--- src/rtl/pool_pkg.sv ---
// Shared float16 constants and the raw-bit-pattern max used by the pooling stage.
// No arithmetic is involved; the result is always one of the two operands.
package pool_pkg;

  localparam int FP16_W        = 16;
  localparam int FP16_SIGN_BIT = 15;
  localparam logic [FP16_W-1:0] FP16_ZERO = 16'h0000;

  // NaN/Inf are ordered purely by their bit patterns, like any other value.
  function automatic logic [FP16_W-1:0] fp16_max(input logic [FP16_W-1:0] a,
                                                 input logic [FP16_W-1:0] b);
    logic [FP16_W-1:0] res;
    res = a;
    if (a[FP16_SIGN_BIT] != b[FP16_SIGN_BIT]) begin
      res = a[FP16_SIGN_BIT] ? b : a;
    end else if (!a[FP16_SIGN_BIT]) begin
      if (b[FP16_SIGN_BIT-1:0] > a[FP16_SIGN_BIT-1:0]) res = b;
    end else begin
      if (b[FP16_SIGN_BIT-1:0] < a[FP16_SIGN_BIT-1:0]) res = b;
    end
    return res;
  endfunction

endpackage

--- src/rtl/fp16_max2.sv ---
// Combinational two-input float16 max; zero latency, no flow control.
module fp16_max2
  import pool_pkg::*;
(
  input  logic [FP16_W-1:0] a,
  input  logic [FP16_W-1:0] b,
  output logic [FP16_W-1:0] y
);

  assign y = fp16_max(a, b);

endmodule

--- src/rtl/relu_maxpool2x2_stream.sv ---
// 2x2 stride-2 max pool over a row-major float16 stream, one cycle latency, no backpressure.
// Define RELU_POOL_RELU_EN to clamp negative pooled results (including -0) to +0.
module relu_maxpool2x2_stream
  import pool_pkg::*;
#(
  parameter int DATA_WIDTH = 16,
  parameter int IMG_W      = 26,
  parameter int IMG_H      = 26
) (
  input  logic                  clk,
  input  logic                  rst_n,
  input  logic                  iValid,
  input  logic [DATA_WIDTH-1:0] iData,
  output logic                  oValid,
  output logic [DATA_WIDTH-1:0] oData,
  output logic                  oFrameDone
);

  localparam int CW     = $clog2(IMG_W);
  localparam int RW     = $clog2(IMG_H);
  localparam int HALF_W = IMG_W / 2;
  localparam int HALF_H = IMG_H / 2;
  localparam int LW     = (HALF_W > 1) ? $clog2(HALF_W) : 1;

  localparam logic [CW-1:0] COL_LAST      = CW'(IMG_W - 1);
  localparam logic [RW-1:0] ROW_LAST      = RW'(IMG_H - 1);
  localparam logic [CW-1:0] COL_POOL_LAST = CW'(2 * HALF_W - 1);
  localparam logic [RW-1:0] ROW_POOL_LAST = RW'(2 * HALF_H - 1);

  logic [CW-1:0]         col;
  logic [RW-1:0]         row;
  logic [FP16_W-1:0]     pair_reg;
  logic [FP16_W-1:0]     pair_max;
  logic [FP16_W-1:0]     win_max;
  logic [FP16_W-1:0]     pool_out;
  logic [FP16_W-1:0]     lb_rd;
  logic [LW-1:0]         lb_idx;
  logic [FP16_W-1:0]     line_buf [HALF_W];
  logic                  in_pool;
  logic                  lb_wr;
  logic                  win_fire;
  logic                  last_win;

  // Odd trailing column/row fall outside the pooled area and are skipped.
  assign in_pool  = (col <= COL_POOL_LAST) && (row <= ROW_POOL_LAST);
  assign lb_wr    = iValid && col[0] && !row[0] && in_pool;
  assign win_fire = iValid && col[0] && row[0] && in_pool;
  assign last_win = (col == COL_POOL_LAST) && (row == ROW_POOL_LAST);
  assign lb_idx   = LW'(col >> 1);
  assign lb_rd    = line_buf[lb_idx];

  fp16_max2 u_pair_max (
    .a (pair_reg),
    .b (iData),
    .y (pair_max)
  );

  fp16_max2 u_win_max (
    .a (lb_rd),
    .b (pair_max),
    .y (win_max)
  );

`ifdef RELU_POOL_RELU_EN
  assign pool_out = win_max[FP16_SIGN_BIT] ? FP16_ZERO : win_max;
`else
  assign pool_out = win_max;
`endif

  always_ff @(posedge clk or negedge rst_n) begin
    if (!rst_n) begin
      col <= '0;
      row <= '0;
    end else if (iValid) begin
      if (col == COL_LAST) begin
        col <= '0;
        row <= (row == ROW_LAST) ? '0 : row + 1'b1;
      end else begin
        col <= col + 1'b1;
      end
    end
  end

  always_ff @(posedge clk or negedge rst_n) begin
    if (!rst_n) begin
      pair_reg <= FP16_ZERO;
    end else if (iValid && !col[0]) begin
      pair_reg <= iData;
    end
  end

  always_ff @(posedge clk or negedge rst_n) begin
    if (!rst_n) begin
      for (int i = 0; i < HALF_W; i++) line_buf[i] <= FP16_ZERO;
    end else if (lb_wr) begin
      line_buf[lb_idx] <= pair_max;
    end
  end

  always_ff @(posedge clk or negedge rst_n) begin
    if (!rst_n) begin
      oValid     <= 1'b0;
      oData      <= '0;
      oFrameDone <= 1'b0;
    end else begin
      oValid     <= win_fire;
      oFrameDone <= win_fire && last_win;
      if (win_fire) oData <= pool_out;
    end
  end

endmodule

--- config.mk ---
export PLATFORM = sky130hd
export DESIGN_NAME = relu_maxpool2x2_stream
export DESIGN_NICKNAME = d
export VERILOG_FILES = /design/src/rtl/pool_pkg.sv /design/src/rtl/fp16_max2.sv /design/src/rtl/relu_maxpool2x2_stream.sv
export SDC_FILE = /design/constraint.sdc
export NUM_CORES = 1
export LEC_CHECK = 0
export CAP_MARGIN = 20
export CORE_ASPECT_RATIO = 0.6
export CORE_MARGIN = 1.5
export CORE_UTILIZATION = 40
export CTS_CLUSTER_SIZE = 40
export DETAILED_ROUTE_END_ITERATION = 7
export DONT_BUFFER_PORTS = 1
export GPL_TIMING_DRIVEN = 0
export PLACE_DENSITY = 0.57
export SLEW_MARGIN = 20
export SYNTH_ARGS = -nofsm -noshare
export SYNTH_HDL_FRONTEND = slang
export SYNTH_HIERARCHICAL = 1
export SYNTH_SLANG_ARGS = --single-unit
--- constraint.sdc ---
create_clock -name clk -period 5.4 [get_ports clk]
set_clock_uncertainty 0.15 [all_clocks]
set_input_delay 1.62 -clock clk [delete_from_list [all_inputs] [get_ports clk]]
set_output_delay 1.62 -clock clk [all_outputs]
set_load 0.02 [all_outputs]
* Word level (Yosys, flattened, before mapping)
Index checks and enable logic that the tools add are counted.
** Cells by class
- Add/sub/neg operators :: 2
- Mux-type cells :: 18
- Reduce and logical (&&, ||, !) cells :: 13
- $lt $le $gt $ge :: 8
- Eq/ne operators :: 4
- Bitwise operators :: 1
** Operators by type and width (number)
- $bwmux W208 :: 1
- $mux W16 :: 13
- $bmux W16 S4 :: 1
- $demux W16 S4 :: 1
- $gt A15 B15 Y1 :: 2
- $lt A15 B15 Y1 :: 2
- $add A5 B1 Y5 const B :: 2
- $eq A5 B5 Y1 const B :: 2
- $le A5 B5 Y1 const B :: 2
- $logic_and A1 B1 Y1 :: 10
- $mux W5 :: 2
- $ge A5 B5 Y1 const B :: 1
- $lt A5 B1 Y1 const B :: 1
- $not A4 Y5 :: 1
- $logic_not A1 Y1 :: 2
- $ne A1 B1 Y1 :: 2
- $reduce_and A2 Y1 :: 1
** Word-level totals
- Bits in registers :: 252
- Bits of input ports :: 19
- Output and inout bits :: 18
- Word-level logic and storage cells :: 65

* Longest topological paths before layout
Gate-level depths: netlist of the first run.
- Word-level depth :: 8
- Depth in mapped cells :: 18
- Gate-level depth less buffers :: 17

* Hierarchy
Netlist of the first run, hierarchy kept.
** By module, submodules not included
- relu_maxpool2x2_stream :: instances 1, sequential area each 6306.0 um2, cells each 766, area an instance 11648.7 um2
- fp16_max2 (u_pair_max) :: instances 1, sequential area each 0.0 um2, cells each 75, area an instance 689.4 um2
- fp16_max2 (u_win_max) :: instances 1, sequential area each 0.0 um2, cells each 71, area an instance 618.1 um2

* Worst setup path before layout of the first run
No wires, ideal clock.
- Path type :: input-to-reg
- Start point :: input port iData[14]
- End point :: register oData[10]
- Stages :: 16
- Arrival :: 5.623 ns
- Data required time :: 5.122 ns
- Slack :: -0.501 ns
- Library setup time :: 0.128 ns
- Path buffers :: 2
- Cell sequence :: ha_1 > nand4_2 > or3_4 > or3_1 > nand4_4 > buf_12 > mux2_4 > ha_1 > and4_1 > and3_1 > o2111ai_1 > a31oi_1 > mux2i_2 > buf_6 > mux2_4 > mux2_1
** On the way
- Longest elaborated chain between the ends :: 8
- Elaborated cells on any way between the ends :: 15
- Classes of those cells :: order compare: 4; eq/ne: 1; mux: 10
** Ends and longest elaborated chain
- start, declared :: line relu_maxpool2x2_stream.sv:13 : input logic [DATA_WIDTH-1:0] iData,
- $gt A15 B15 Y1 / $lt A15 B15 Y1 (equally long branches) :: line pool_pkg.sv:17, pool_pkg.sv:19
- $mux W16, on equally long branches :: line pool_pkg.sv:17, pool_pkg.sv:19
- $mux W16 :: line pool_pkg.sv:16 : end else if (!a[FP16_SIGN_BIT]) begin
- $mux W16 * :: line pool_pkg.sv:14 : if (a[FP16_SIGN_BIT] != b[FP16_SIGN_BIT]) begin
- named net pair_max[14] :: line relu_maxpool2x2_stream.sv:33 : logic [FP16_W-1:0] pair_max;
- $gt A15 B15 Y1 / $lt A15 B15 Y1 (equally long branches) :: line pool_pkg.sv:17, pool_pkg.sv:19
- $mux W16, on equally long branches :: line pool_pkg.sv:17, pool_pkg.sv:19
- $mux W16 * :: line pool_pkg.sv:16
- $mux W16 * :: line pool_pkg.sv:14
- named net pool_out[10] :: line relu_maxpool2x2_stream.sv:35 : logic [FP16_W-1:0] pool_out;
- end signal, assigned :: line relu_maxpool2x2_stream.sv:108 : if (win_fire) oData <= pool_out;
- end, declared :: line relu_maxpool2x2_stream.sv:15 : output logic [DATA_WIDTH-1:0] oData,
The timed path passes the listed nets; every way through them passes the cells marked *.
A chain may end at the register's enable or synchronous reset.

* Worst setup path in the final report of the first run
- Start point :: input port iData[12]
- End point :: register oData[6]
** On the way
- Longest elaborated chain between the ends :: 8
- Elaborated cells on any way between the ends :: 15
- Classes of those cells :: order compare: 4; eq/ne: 1; mux: 10
** Ends and longest elaborated chain (line)
- $gt A15 B15 Y1 / $lt A15 B15 Y1 (equally long branches) :: pool_pkg.sv:17, pool_pkg.sv:19
- $mux W16, on equally long branches :: pool_pkg.sv:17, pool_pkg.sv:19
- $mux W16 * :: pool_pkg.sv:16
- $mux W16 * :: pool_pkg.sv:14
- named net pair_max[14] :: relu_maxpool2x2_stream.sv:33
- $gt A15 B15 Y1 / $lt A15 B15 Y1 (equally long branches) :: pool_pkg.sv:17, pool_pkg.sv:19
- $mux W16, on equally long branches :: pool_pkg.sv:17, pool_pkg.sv:19
- $mux W16 * :: pool_pkg.sv:16
- $mux W16 * :: pool_pkg.sv:14
- named net pool_out[6] :: relu_maxpool2x2_stream.sv:35
Marked as above.

==> results of run 1 <==
metal layers:
| layer | up-vias | GRT usage (%) | part of all wire, % |
|---|---|---|---|
| met3 | 32 | 4.558 | 5.9 |
| met4 | 0 | 3.396 | 1.4 |
| met5 | - | 0 | 0 |
| met2 | 152 | 25.68 | 38 |
| met1 | 4088 | 33.65 | 55 |
| li1 | 3466 | - | - |
where the power goes:
| part | total [mW] | switching, mW | internal, mW |
|---|---|---|---|
| Combinational | 4.63 | 2.28 | 2.36 |
| Sequential | 3.11 | 0.485 | 2.62 |
| Clock | 1.68 | 0.758 | 0.924 |
| Total | 9.42 | 3.52 | 5.90 |
worst reg2reg max path: stages (launching register included):
cell,delay (ps)
dfrtp_1,470
clkbuf_1,560
or2_2,240
clkbuf_1,380
o22ai_1,130
nor3_1,540
a221o_1,250
inv_1,90
ha_4,280
nand4_1,150
a21oi_2,220
o2111ai_4,160
a31oi_4,250
mux2i_4,350
clkbuf_16,210
mux2_4,300
mux2_2,260
cells in the final DEF, fill, tap and decap left out, types with 14 or more instances in the layout:
cell / instances
nand2_1: 14
mux2_4: 52
inv_1: 36
clkbuf_1: 31
ha_1: 26
buf_4: 22
nor2b_1: 17
dfrtp_1: 252
nor3_1: 15
mux2_2: 228
mux4_2: 32
o21ai_0: 15
buf_6: 17
clkbuf_16: 26
stage by stage:
stage,setup TNS (ps),utilization [%]
floorplan,-3314,-
global placement,-11090,43.12
detailed placement,-11190,43.12
CTS,0,45.59
global route,-305.1,46.42
finish,0,46.42
area by class of cell:
class                           instances  area, um^2  area share [%]
Sequential cell                       252        6306           43.08
Multi-Input combinational cell        559        6291           42.98
Clock buffer                           35       681.9           4.659
Tap cell                              416       520.5           3.556
Buffer                                 65       478.0           3.266
Timing Repair Buffer                   15       155.1           1.060
Inverter                               36       135.1          0.9232
Clock inverter                          6       68.82          0.4702
what timing repair did:
action,in CTS,in global routing
cloned,0,2
resized for setup,3,19
setup endpoints to repair,15,15
pin swaps,0,6
buffers inserted,1,12
cell families after synthesis:
family                     count (synthesis)  share of synthesized area (%)
AOI/OAI and AO/OA                         93                          5.350
xor gates and xnor gates                   1                        0.06761
adders and majority gates                 36                          3.477
buffers and inverters                    101                          4.664
DFF                                      252                          48.67
muxes                                    324                          32.02
and+or+nand+nor                          105                          5.746
worst max path at each step:
stage,end,slack (ps),cells past startpoint
after floorplan,oData[10],-280,16
after global placement,oData[13],-820,17
after detailed placement,oData[10],-820,17
after CTS,oData[11],5,17
after global routing,oData[3],-40,17
final,oData[6],70,17
==> qor.csv, run 1 <==
stage;metric;value;unit
power_and_ir_drop;Peak VDD IR;0.2522;mV
setup_path;Crit path buffers/inverters;2;
synth;ranking of synthesized cells by area;dfrtp_1 (49%), mux2_2 (20%), mux4_2 (5.6%), mux2_4 (4.6%), ha_1 (3.5%);
grt;GRT Util Overall;20.15;%
final_layout;area grow syn2layout;12.97;%
setup_path;Worst Setup SP;iData[12];
synth;Synth area leader;dfrtp_1;
clock_tree;cts hold-fix bufs;0;
floorplanning;die area;33510;um^2
floorplanning;initial cell density of the core;41.09;%
timing;fin worst setup slack;68.90;ps
synth;Yosys cell types;61;
synth;Seq/Total Area, Yosys;48.67;%
clock_tree;Clock Tree Buf Depth;3;
drt;via/cell ratio;5.591;
timing;Setup Viol. Count Final;0;
final_layout;layout filler cell count;2804;
floorplanning;Die Wd;235.3;um
clock_tree;depth of the CTS H-tree;1;
timing;Hold Fails Final Rpt;0;
clock_tree;Reg clk slew, reported paths;70;ps
final_layout;Diodes inserted;0;
final_layout;max reg flops;208;
placement;number of port buffers;0;
final_layout;ratio of cells with drive above 1 in the final layout;45.87;%
grt;initial antenna violation count;0;
drt;total length of routed wires;33350;um
timing;Final Cycle Share;98.72;%
grt;largest net degree at the start of global routing;253;
placement;Final GP Congestion;0.8031;
clock_tree;Clock Sinks;252;
drt;post-DR wirelength/cell;24.10;um
synth;Yosys reg bits;252;
synth;synth warn;6;
setup_path;critical path class;input port to flip-flop;
synth;Avg Inst Size Synth;14.21;um^2
setup_path;slowest CP cell;a2111oi_4;
drt;number of routed nets with antenna violations;0;
final_layout;design area;14640;um^2
synth;Yosys top cell area share;48.67;%
synth;number of synthesized flops with an enable pin;0;
timing;worst rel slew slack;36.34;%
placement;placed standard-cell area;13600;um^2
timing;Tmin final;5331;ps
hold_path;WHS Path Cells;1;
power_and_ir_drop;Total Power;9.421;mW
setup_path;crit end category;flip-flop;
timing;Peak Freq;187.6;MHz
grt;grt total ovfl;0;
setup_path;r2r worst-path depth;16;
timing;measured slew at the worst slew-check pin;947.6;ps
setup_path;Critical Path RT;5670;ps
setup_path;Worst path most repeated cell;a21o_1;
synth;synth cell count leaders;dfrtp_1 (252), mux2_2 (232), mux2_4 (40);
setup_path;reg-to-reg startpoint;col[3];
synth;Synth Cell Area;12960;um^2
clock_tree;CTS tree;yes;
timing;Hold WS;346.3;ps
power_and_ir_drop;pwr dens;643.7;nW/um^2
setup_path;Worst R2R Setup Slack;290;ps
hold_path;worst hold path class;flip-flop to flip-flop;
synth;Primary FF master, synth;dfrtp_1;
hold_path;start point of the worst hold path;line_buf[70];
clock_tree;Skew-Pair Late Insertion Delay;550;ps
setup_path;Worst setup SP type;input port;
drt;initial drt markers;536;
synth;Async SR Flop Fraction;100.0;%
placement;Final HPWL DP;23350;um
drt;DR DRC count;0;
grt;first-pass GRT wire length;50420;um
synth;count leader, synth;dfrtp_1;
floorplanning;core area;31530;um^2
setup_path;Critical Path, Cell by Cell;ha_4 -> a21o_1 -> a21o_1 -> a2111oi_4 -> a21o_1 -> nand4_4 -> buf_12 -> mux2_4 -> ha_1 -> and4_1 -> and3_4 -> o2111ai_4 -> a31oi_4 -> mux2i_4 -> clkbuf_16 -> mux2_4 -> mux2_2;
drt;via count;7738;
final_layout;Nets;1008;
clock_tree;TritonCTS Buffers;24;
drt;first-pass detailed-route iteration total;4;
synth;Post-Synthesis Cells;912;
setup_path;Max Fanout on Critical Path;5;
floorplanning;Die Y;142.4;um
floorplanning;Site Rows;50;
timing;Max Slew Vio Count;0;
setup_path;largest delay contributor family on the critical path;compound AO/OA/AOI/OAI gates;
hold_path;Hold EP;line_buf[70];
setup_path;r2r endpoint;oData[6];
final_layout;Final Non-Filler Cells;1384;
power_and_ir_drop;leakage;6.686;nW
synth;Synthesized Nets;967;
placement;placed cell count;1328;
clock_tree;CTS root buffer;clkbuf_16;
status;status;finished, final reports clean;
placement;Place WS;-818.1;ps
flow_run;max cap viols;0;
setup_path;crit path DAT;5600;ps
floorplanning;I/O pin count;37;
grt;number of global-route vias before repair;7659;
setup_path;CP peak stage delay;370;ps
No activity file was read; power rests on OpenSTA's default activity.
==> run 2: changes to the inputs <==
- ABC_AREA: not set -> 1
==> qor.csv, run 2 <==
stage;metric;value;unit
timing;Hold Fails Final Rpt;0;
timing;Peak Freq;201.9;MHz
hold_path;WHS Path Cells;2;
final_layout;Nets;2206;
synth;Synth Area in XOR/XNOR;0;%
final_layout;layout filler cell count;3788;
grt;GR met2 Demand/Resource;35.91;%
clock_tree;Skew-Pair Late Insertion Delay;560;ps
setup_path;critical path class;input port to flip-flop;
synth;Post-Synth Adder-Cell Area;3.003;%
final_layout;area of the multi-input gates;7553;um^2
synth;Post-Synthesis Cells;2121;
grt;largest net degree at the start of global routing;253;
grt;grt met1 use;46.79;%
grt;met3 Use GR;4.513;%
placement;placed cell count;2625;
timing;RSZ-0062 raised after global routing;no;
hold_path;Hold EP;line_buf[137];
grt;initial antenna violation count;1;
placement;Final GP Congestion;0.9005;
synth;Yosys top cell area share;42.04;%
setup_path;Worst setup SP type;input port;
floorplanning;I/O pin count;37;
floorplanning;core area;36620;um^2
clock_tree;CTS tree;yes;
timing;Max Slew Vio Count;0;
drt;initial drt markers;1942;
synth;largest family of logic cells by synthesized area;simple AND/OR/NAND/NOR gates;
power_and_ir_drop;Peak VDD IR;0.4388;mV
drt;via/cell ratio;5.575;
timing;worst rel slew slack;41.30;%
placement;number of port buffers;0;
synth;synth warn;6;
timing;measured slew at the worst slew-check pin;877.3;ps
setup_path;Max Fanout on Critical Path;10;
synth;Primary FF master, synth;dfrtp_1;
placement;Final HPWL DP;39270;um
timing;Hold WS;332.6;ps
synth;Synthesized Nets;2176;
clock_tree;TritonCTS Buffers;27;
setup_path;Worst path most repeated cell;nand2_1;
drt;DR DRC count;0;
floorplanning;Die Wd;253.0;um
flow_run;max cap viols;0;
final_layout;ratio of cells with drive above 1 in the final layout;9.447;%
power_and_ir_drop;leakage;9.114;nW
synth;Synth Cell Area;15000;um^2
drt;total length of routed wires;53250;um
floorplanning;Site Rows;54;
final_layout;Final Non-Filler Cells;2674;
synth;compound-gate portion of the synthesized area;3.678;%
synth;ranking of synthesized cells by area;dfrtp_1 (42%), nand2_1 (24%), nand3_1 (13%), ha_1 (3.0%), inv_1 (2.4%);
synth;Avg Inst Size Synth;7.072;um^2
final_layout;most frequent cells in the layout;nand2_1 (974), nand3_1 (401), dfrtp_1 (252);
final_layout;commonest non-fill, non-tap cell in the layout;nand2_1;
grt;grt total ovfl;0;
setup_path;reg-to-reg startpoint;col[1];
setup_path;Crit path buffers/inverters;5;
floorplanning;die area;38710;um^2
setup_path;r2r endpoint;oData[5];
synth;Seq/Total Area, Yosys;42.04;%
power_and_ir_drop;Total Power;11.48;mW
setup_path;largest delay contributor family on the critical path;simple AND/OR/NAND/NOR gates;
drt;post-DR wirelength/cell;19.91;um
drt;number of routed nets with antenna violations;0;
synth;Synth area leader;dfrtp_1;
hold_path;start point of the worst hold path;line_buf[137];
status;status;finished, final reports clean;
final_layout;area grow syn2layout;10.66;%
setup_path;crit path DAT;5300;ps
timing;Setup Viol. Count Final;0;
setup_path;r2r worst-path depth;24;
timing;Setup Total Neg Slack;0;ps
synth;number of synthesized flops with an enable pin;0;
drt;first-pass detailed-route iteration total;7;
setup_path;Worst R2R Setup Slack;930;ps
clock_tree;depth of the CTS H-tree;1;
final_layout;max reg flops;208;
grt;GRT Max-Usage Layer;met1;
grt;first-pass GRT wire length;82520;um
synth;simple-gate portion of the synthesized area;42.47;%
timing;Tmin final;4952;ps
setup_path;Critical Path RT;5750;ps
grt;GRT Util Overall;27.69;%
placement;Place WS;-118.3;ps
floorplanning;initial cell density of the core;40.96;%
synth;Yosys cell types;36;
floorplanning;Die Y;153.0;um
synth;synth cell count leaders;nand2_1 (974), nand3_1 (401), dfrtp_1 (252);
setup_path;CP peak stage delay;430;ps
synth;post-synthesis mux area share;1.201;%
clock_tree;Clock Tree Buf Depth;3;
synth;count leader, synth;nand2_1;
clock_tree;Clock Sinks;252;
synth;Async SR Flop Fraction;100.0;%
grt;number of global-route vias before repair;13490;
setup_path;crit end category;flip-flop;
clock_tree;CTS root buffer;clkbuf_16;
final_layout;Sequential Area;6306;um^2
timing;fin worst setup slack;448.2;ps
clock_tree;cts hold-fix bufs;0;
final_layout;Diodes inserted;0;
setup_path;Crit. path cell count;26;
clock_tree;Reg clk slew, reported paths;60;ps
setup_path;slowest CP cell;ha_1;
power_and_ir_drop;pwr dens;691.6;nW/um^2
synth;Yosys reg bits;252;
hold_path;worst hold path class;flip-flop to flip-flop;
drt;via count;14910;
timing;Final Cycle Share;91.70;%
run 2: cell types whose count changed after synthesis, moves of 32 or more:
cell | previous run | this run
nand2_1 | 14 | 974
nand3_1 | 7 | 401
mux2_2 | 232 | 16
inv_1 | 36 | 95
buf_2 | 9 | 50
mux2_4 | 40 | 0
clkbuf_1 | 24 | 58
mux4_2 | 32 | 0
run 2: metal layers:
metal | vias to the layer above | wire length (um)
met5 | - | 18
met4 | 2 | 773
met1 | 7258 | 27170
met3 | 58 | 5021
met2 | 723 | 20270
li1 | 6867 | -
run 2: kinds of logic after synthesis:
logic type | Yosys count
AND/OR/NAND/NOR | 1460
buffers and inverters | 260
flip-flops | 252
AO/OA/AOI/OAI | 97
adder cells (fa/ha/maj) | 36
multiplexers | 16
run 2: worst max path at each step:
stage,from,to
floorplan,iData[8],oData[5]
global placement,iData[14],oData[12]
detailed placement,iData[14],oData[13]
CTS,iData[14],oData[5]
global route,iData[8],oData[10]
finish,iData[14],oData[5]
run 2: repair_timing:
item / CTS / global route
setup buffers: 0 / 1
setup endpoints to repair: 0 / 1
gates resized for setup: 0 / 0
run 2: worst reg2reg max path, cell delays in order (launching register included):
cell      delay [ps]
dfrtp_1          380
buf_2            190
nor2_4           260
inv_1            220
nor2_2           300
clkbuf_1         550
nand2_1          110
a21boi_0         150
nand2_1          150
inv_1             90
ha_1             330
nand2_2          110
inv_1             40
nand2_1           50
nand2_1           80
a21oi_4          330
buf_2            320
nand3_1          110
nand3_1          100
nand2_1           70
inv_2             50
nand2_1           40
nand2_1           50
nand3_1           80
nand2_1           90
run 2: area by class of cell:
class	count	area share, %
Multi-Input combinational cell	1609	45.50
Sequential cell	252	37.99
Clock buffer	37	4.658
Buffer	136	4.070
Tap cell	504	3.799
Inverter	124	2.804
Clock inverter	11	1.131
Timing Repair Buffer	1	0.04522
run 2: power breakdown:
group          internal (mW)  switching (mW)  leakage (nW)
clock network           1.24           0.828         0.475
registers               2.65           0.547          3.34
logic                   1.80            4.42          5.30
total                   5.69            5.79          9.11
run 2: metrics by stage:
step | utilization, % | area, um^2
2_1_floorplan | - | 15000
4_1_cts | 45.31 | 16590
6_report | 45.33 | 16600
3_5_place_dp | 42.68 | 15630
3_3_place_gp | 42.68 | 15630
5_1_grt | 45.33 | 16600
==> RTL change 1, RTL diff (settings of run 1) <==
Make the reset (`rst_n`) synchronous in 4 clocked blocks.
--- a/src/rtl/relu_maxpool2x2_stream.sv
+++ b/src/rtl/relu_maxpool2x2_stream.sv
@@ -67,7 +67,7 @@
   assign pool_out = win_max;
 `endif
 
-  always_ff @(posedge clk or negedge rst_n) begin
+  always_ff @(posedge clk) begin
     if (!rst_n) begin
       col <= '0;
       row <= '0;
@@ -81,7 +81,7 @@
     end
   end
 
-  always_ff @(posedge clk or negedge rst_n) begin
+  always_ff @(posedge clk) begin
     if (!rst_n) begin
       pair_reg <= FP16_ZERO;
     end else if (iValid && !col[0]) begin
@@ -89,7 +89,7 @@
     end
   end
 
-  always_ff @(posedge clk or negedge rst_n) begin
+  always_ff @(posedge clk) begin
     if (!rst_n) begin
       for (int i = 0; i < HALF_W; i++) line_buf[i] <= FP16_ZERO;
     end else if (lb_wr) begin
@@ -97,7 +97,7 @@
     end
   end
 
-  always_ff @(posedge clk or negedge rst_n) begin
+  always_ff @(posedge clk) begin
     if (!rst_n) begin
       oValid     <= 1'b0;
       oData      <= '0;
Function: same outputs for any inputs over 4 cycles, from zero or initial values and one cycle with rst_n low; that may be too few to reach the edited logic, so the function may still have changed.
==> RTL change 1 against run 1 <==
Design area is 14% higher; area after synthesis is 12% higher; wire length is 18% higher; setup slack worse by 0.015 ns; sequential share of layout area is 8.6 points higher; utilization is 0.93 points higher; global-route usage is 1.0 points higher; sequential cell count is 52 higher; largest cell class unchanged.
Power is not compared: it rests on default switching activity, and its combinational part moved more than twofold at a synthesized area within 25%.
==> RTL change 1: results (changes against run 1) <==
{| class="wikitable"
! Metric !! Value
|-
| Result of the run || finished, final reports clean (unchanged)
|-
| Fraction of met1 tracks used by global routing || 0.354 (was 0.336)
|-
| Crit-path max cell delay || 0.40 ns (was 0.37 ns)
|-
| Violation count after the first detailed-routing iteration || 1046 (was 536)
|-
| Maximum number of pins on one net before global-route repair || 17 (was 253)
|-
| Worst slew slack as a fraction of its limit || 0.308 (was 0.363)
|-
| Post-Syn Instances || 1067 (was 912)
|-
| Number of global-route vias before repair || 9151 (was 7659)
|-
| Fraction of final layout cells sized beyond drive strength 1 || 0.235 (was 0.459)
|-
| Top cells by area in the synthesized netlist || edfxtp_1 53%, mux4_2 9.9%, dfxtp_1 6.6% (was dfrtp_1 49%, mux2_2 20%, mux4_2 5.6%)
|-
| Via-to-Cell Ratio || 5.65 (was 5.59)
|-
| Share of synthesized cell area in full adder, half adder and majority cells || 0.0311 (was 0.0348)
|-
| Global routing usage summed across all routing layers || 0.212 (was 0.201)
|-
| Power consumed by the clock network || 1.94 mW
|-
| Share of the yosys chip area belonging to registers || 0.597 (was 0.487)
|-
| Largest delay share family, worst path || multiplexers (was compound AO/OA/AOI/OAI gates)
|-
| Xor/xnor share of the synthesized area || 0.00423 (was 0.000676)
|-
| Cell variety after synth || 47 (was 61)
|-
| M1 wire length || 20.1 mm (was 18.4 mm)
|-
| Initial antenna violation count || 1 (was 0)
|-
| WL per Instance || 24.0 µm (was 24.1 µm)
|-
| Grt met3 use || 0.0422 (was 0.0456)
|-
| Detailed-routed wire length on met2 || 15.3 mm (was 12.5 mm)
|-
| Number of nets in the finished design || 1216 (was 1008)
|-
| Total clock buffers created by CTS || 29 (was 24)
|-
| Global-route wire length before repair || 58.5 mm (was 50.4 mm)
|-
| Standard cell with the maximum stage delay on the critical path || mux2i_4 (was a2111oi_4)
|-
| Instance area at placement || 15500 µm² (was 13600 µm²)
|-
| Setup fix buffers added after clock tree synthesis || 2 (was 1)
|-
| Half-perimeter wire length of the detailed placement result || 29.6 mm (was 23.4 mm)
|-
| Layout Cells excl Fill || 1647 (was 1384)
|-
| Compound-cell area share of the yosys netlist || 0.0418 (was 0.0535)
|-
| 1st-pass router iterations || 7 (was 4)
|-
| Critical path arrival || 5.64 ns (was 5.60 ns)
|-
| Routability congestion estimate from global placement || 0.867 (was 0.803)
|-
| Share of flip-flops with an asynchronous set or reset after synthesis || 0 (was 1.00)
|}
RTL change 1: cell types whose count changed in the layout (fill, tap and decap cells not counted), sizes merged, moves of 17 or more:
cell / delta
edfxtp: +256
dfrtp: -252
mux2: -251
nor3: +177
nand2: +79
dfxtp: +48
clkbuf: +45
conb: +32
mux4: +32
a22oi: +27
a21boi: +17
RTL change 1: final cells by class:
cell class                      instances  area (µm²)
Buffer                                 97         452
Clock buffer                           34         744
Clock inverter                         16         120
Fill cell                            3178       18600
Inverter                               48         180
Multi-Input combinational cell        649        5660
Sequential cell                       304        8650
Tap cell                              467         584
Timing Repair Buffer                   32         344
RTL change 1: stage by stage:
| step | setup TNS [ns] | worst slack, ns | total power [mW] | hold WS [ns] |
|---|---|---|---|---|
| after CTS | 0 | 0.000647 | 5.27 | 0.334 |
| after floorplan | -3.58 | -0.291 | 3.13 | 0.303 |
| after global routing | -0.305 | -0.0401 | 5.48 | 0.366 |
| after detailed placement | -16.68 | -1.18 | 3.33 | 0.325 |
| final | 0 | 0.0534 | 5.31 | 0.338 |
| after global placement | -36.68 | -1.21 | 3.31 | 0.316 |
RTL change 1: final timing paths:
| path | from | to | slack (ns) | cells past startpoint |
|---|---|---|---|---|
| setup reg to reg | flip-flop | oData[3]$_SDFFE_PN0P_ | 0.55 | 16 |
| hold reg to reg | pair_reg[4]$_SDFFE_PN0P_ | pair_reg[4]$_SDFFE_PN0P_ | 0.34 | 2 |
| setup / recovery | iData[14] | oData[3]$_SDFFE_PN0P_ | 0.05 | 18 |
| hold / removal | pair_reg[4]$_SDFFE_PN0P_ | pair_reg[4]$_SDFFE_PN0P_ | 0.34 | 2 |
==> RTL change 2, RTL diff (flow settings as in run 1) <==
Made on the original files. The option `RELU_POOL_RELU_EN` is turned on by a define.
--- a/src/rtl/relu_maxpool2x2_stream.sv
+++ b/src/rtl/relu_maxpool2x2_stream.sv
@@ -1,5 +1,7 @@
 // 2x2 stride-2 max pool over a row-major float16 stream, one cycle latency, no backpressure.
 // Define RELU_POOL_RELU_EN to clamp negative pooled results (including -0) to +0.
+`define RELU_POOL_RELU_EN
+
 module relu_maxpool2x2_stream
   import pool_pkg::*;
 #(
Function: no difference found for any inputs over 4 cycles, from zero or initial values and one cycle with rst_n low; that may be too few to reach the edited logic, so the function may still have changed.
==> RTL change 2 against run 1 <==
The run now ends with DRC, setup timing left; combinational power grew 16%; sequential cell count shrank 1; wire length shrank 2.6%; area after synthesis shrank 0.79%; design area shrank 0.26%; total power grew 8.8%; non-clock buffer count grew 3; sequential share of layout area shrank 0.057 points; die area shrank 0.78%; setup slack lost 0.13 ns; critical path type unchanged; largest cell class is now multi-input combinational cells; largest power group unchanged; highest routed layer unchanged.
==> RTL change 2: results (changes against run 1) <==
{| class="wikitable"
! Metric !! Value
|-
| Static leakage power || 6.58 nW (was 6.69 nW)
|-
| Number of global-route vias before repair || 7808 (was 7659)
|-
| Total setup violations reported at the end of the flow || 15 (was 0)
|-
| Origin of the critical flop-to-flop path || col[1]$_DFFE_PN0P_ (was col[3]$_DFFE_PN0P_)
|-
| Result of the run || finished with violations (was finished, final reports clean)
|-
| Number of vias in the routed layout || 7715 (was 7738)
|-
| FILL cells || 2813 (was 2804)
|-
| Net Count, Synth || 983 (was 967)
|-
| Endpoint of the worst-slack reg-to-reg timing path || oData[7]$_DFFE_PN0P_ (was oData[6]$_DFFE_PN0P_)
|-
| 1st-pass router iterations || 6 (was 4)
|-
| Crit-path max cell delay || 0.44 ns (was 0.37 ns)
|-
| Post-Syn Instances || 928 (was 912)
|-
| Number of nets in the finished design || 1022 (was 1008)
|-
| Worst slew slack as a fraction of its limit || 0.261 (was 0.363)
|-
| Total clock buffers created by CTS || 26 (was 24)
|-
| Global-route wire length before repair || 49.2 mm (was 50.4 mm)
|-
| Violated checks || DRC, setup timing
|-
| Critical path arrival || 5.74 ns (was 5.60 ns)
|-
| Most frequent cells after synthesis || 251 x dfrtp_1, 235 x mux2_2, 50 x nor2b_1 (was 252 x dfrtp_1, 232 x mux2_2, 40 x mux2_4)
|-
| Fraction of final layout cells sized beyond drive strength 1 || 0.431 (was 0.459)
|-
| Final worst-path setup slack || -0.0597 ns (was 0.0689 ns)
|-
| Count of unresolved DRC violations after routing || 7 (was 0)
|-
| Top cells by area in the synthesized netlist || dfrtp_1 49%, mux2_2 21%, mux4_2 5.6% (was dfrtp_1 49%, mux2_2 20%, mux4_2 5.6%)
|-
| Setup slack of the most critical reg-to-reg path || 0.02 ns (was 0.29 ns)
|-
| Layout Cells excl Fill || 1401 (was 1384)
|-
| Worst setup slack before clock tree synthesis || -0.944 ns (was -0.818 ns)
|-
| Violation count after the first detailed-routing iteration || 624 (was 536)
|-
| Cell variety after synth || 59 (was 61)
|-
| Minimum hold slack || 0.343 ns (was 0.346 ns)
|-
| Routability congestion estimate from global placement || 0.839 (was 0.803)
|-
| Number of cells on the worst reg-to-reg path || 17 (was 16)
|-
| Global routing usage summed across all routing layers || 0.198 (was 0.201)
|-
| End point of the worst hold path || line_buf[196]$_DFFE_PN0P_ (was line_buf[70]$_DFFE_PN0P_)
|}
==> RTL change 2: cell count changes after synthesis, moves of 6 or more <==
cell | before | now
a2111oi_0 | 0 | 16
buf_2 | 9 | 20
buf_6 | 16 | 6
clkbuf_1 | 24 | 32
mux2_4 | 40 | 31
mux2i_1 | 10 | 16
nand3_4 | 6 | 0
nor2b_1 | 17 | 50
nor3_1 | 16 | 6
o21ai_0 | 16 | 8
o22ai_1 | 12 | 2
or3_1 | 2 | 9
==> RTL change 2: cell families (layout without fill, tap and decap cells) <==
kind of cell             after synthesis  in the layout  share of synthesized area
AND/OR/NAND/NOR                      124            124                     0.0643
XOR/XNOR                               1              1                   0.000682
other                                  1              1                   0.000292
multiplexers                         319            319                      0.315
flip-flops                           251            251                      0.489
adder cells (fa/ha/maj)               36             36                     0.0350
buffers and inverters                107            164                     0.0412
AO/OA/AOI/OAI                         89             89                     0.0546
==> RTL change 2: through the flow <==
| stage | instance area, µm² | setup TNS [ns] |
|---|---|---|
| detailed placement | 13500 | -13.14 |
| finish | 14600 | -0.560 |
| floorplan | 12900 | -5.00 |
| CTS | 14300 | -0.00439 |
| global route | 14600 | -2.49 |
| global placement | 13500 | -12.43 |
==> RTL change 2: power by group <==
group	internal, mW	total (mW)	leakage, nW	switching (mW)
logic	2.72	5.35	2.93	2.63
clock network	0.996	1.76	0.401	0.764
registers	2.64	3.13	3.24	0.492
==> RTL change 2: metal layers <==
layer,vias to the layer above,part of all wire,global-route usage
met5,-,0,0
met1,4046,0.54,0.325
li1,3473,-,-
met2,163,0.37,0.252
met4,0,0.016,0.0362
met3,33,0.072,0.0559
==> RTL change 2: what timing repair did <==
| item | 4_1_cts | 5_1_grt |
|---|---|---|
| cloned | 0 | 2 |
| setup endpoints to repair | 15 | 15 |
| buffers inserted | 2 | 7 |
| pin swaps | 3 | 5 |
| gates resized for setup | 3 | 34 |
==> RTL change 2: layout make-up <==
| class | count | area [µm²] | area share |
|---|---|---|---|
| inverters | 35 | 131 | 0.00900 |
| multi-input cells | 570 | 6320 | 0.433 |
| clock buffers | 41 | 788 | 0.0540 |
| flip-flops and latches | 251 | 6280 | 0.430 |
| repair buffers | 11 | 125 | 0.00857 |
| clock inverters | 5 | 27.5 | 0.00189 |
| well taps | 416 | 520 | 0.0357 |
| plain buffers | 72 | 402 | 0.0275 |
==> RTL change 2: worst max path at each step <==
| stage | slack (ns) | endpoint |
|---|---|---|
| global placement | -0.90 | oData[14]$_DFFE_PN0P_ |
| global route | -0.18 | oData[7]$_DFFE_PN0P_ |
| finish | -0.06 | oData[7]$_DFFE_PN0P_ |
| detailed placement | -0.94 | oData[14]$_DFFE_PN0P_ |
| CTS | -0.004 | oData[4]$_DFFE_PN0P_ |
| floorplan | -0.39 | oData[5]$_DFFE_PN0P_ |
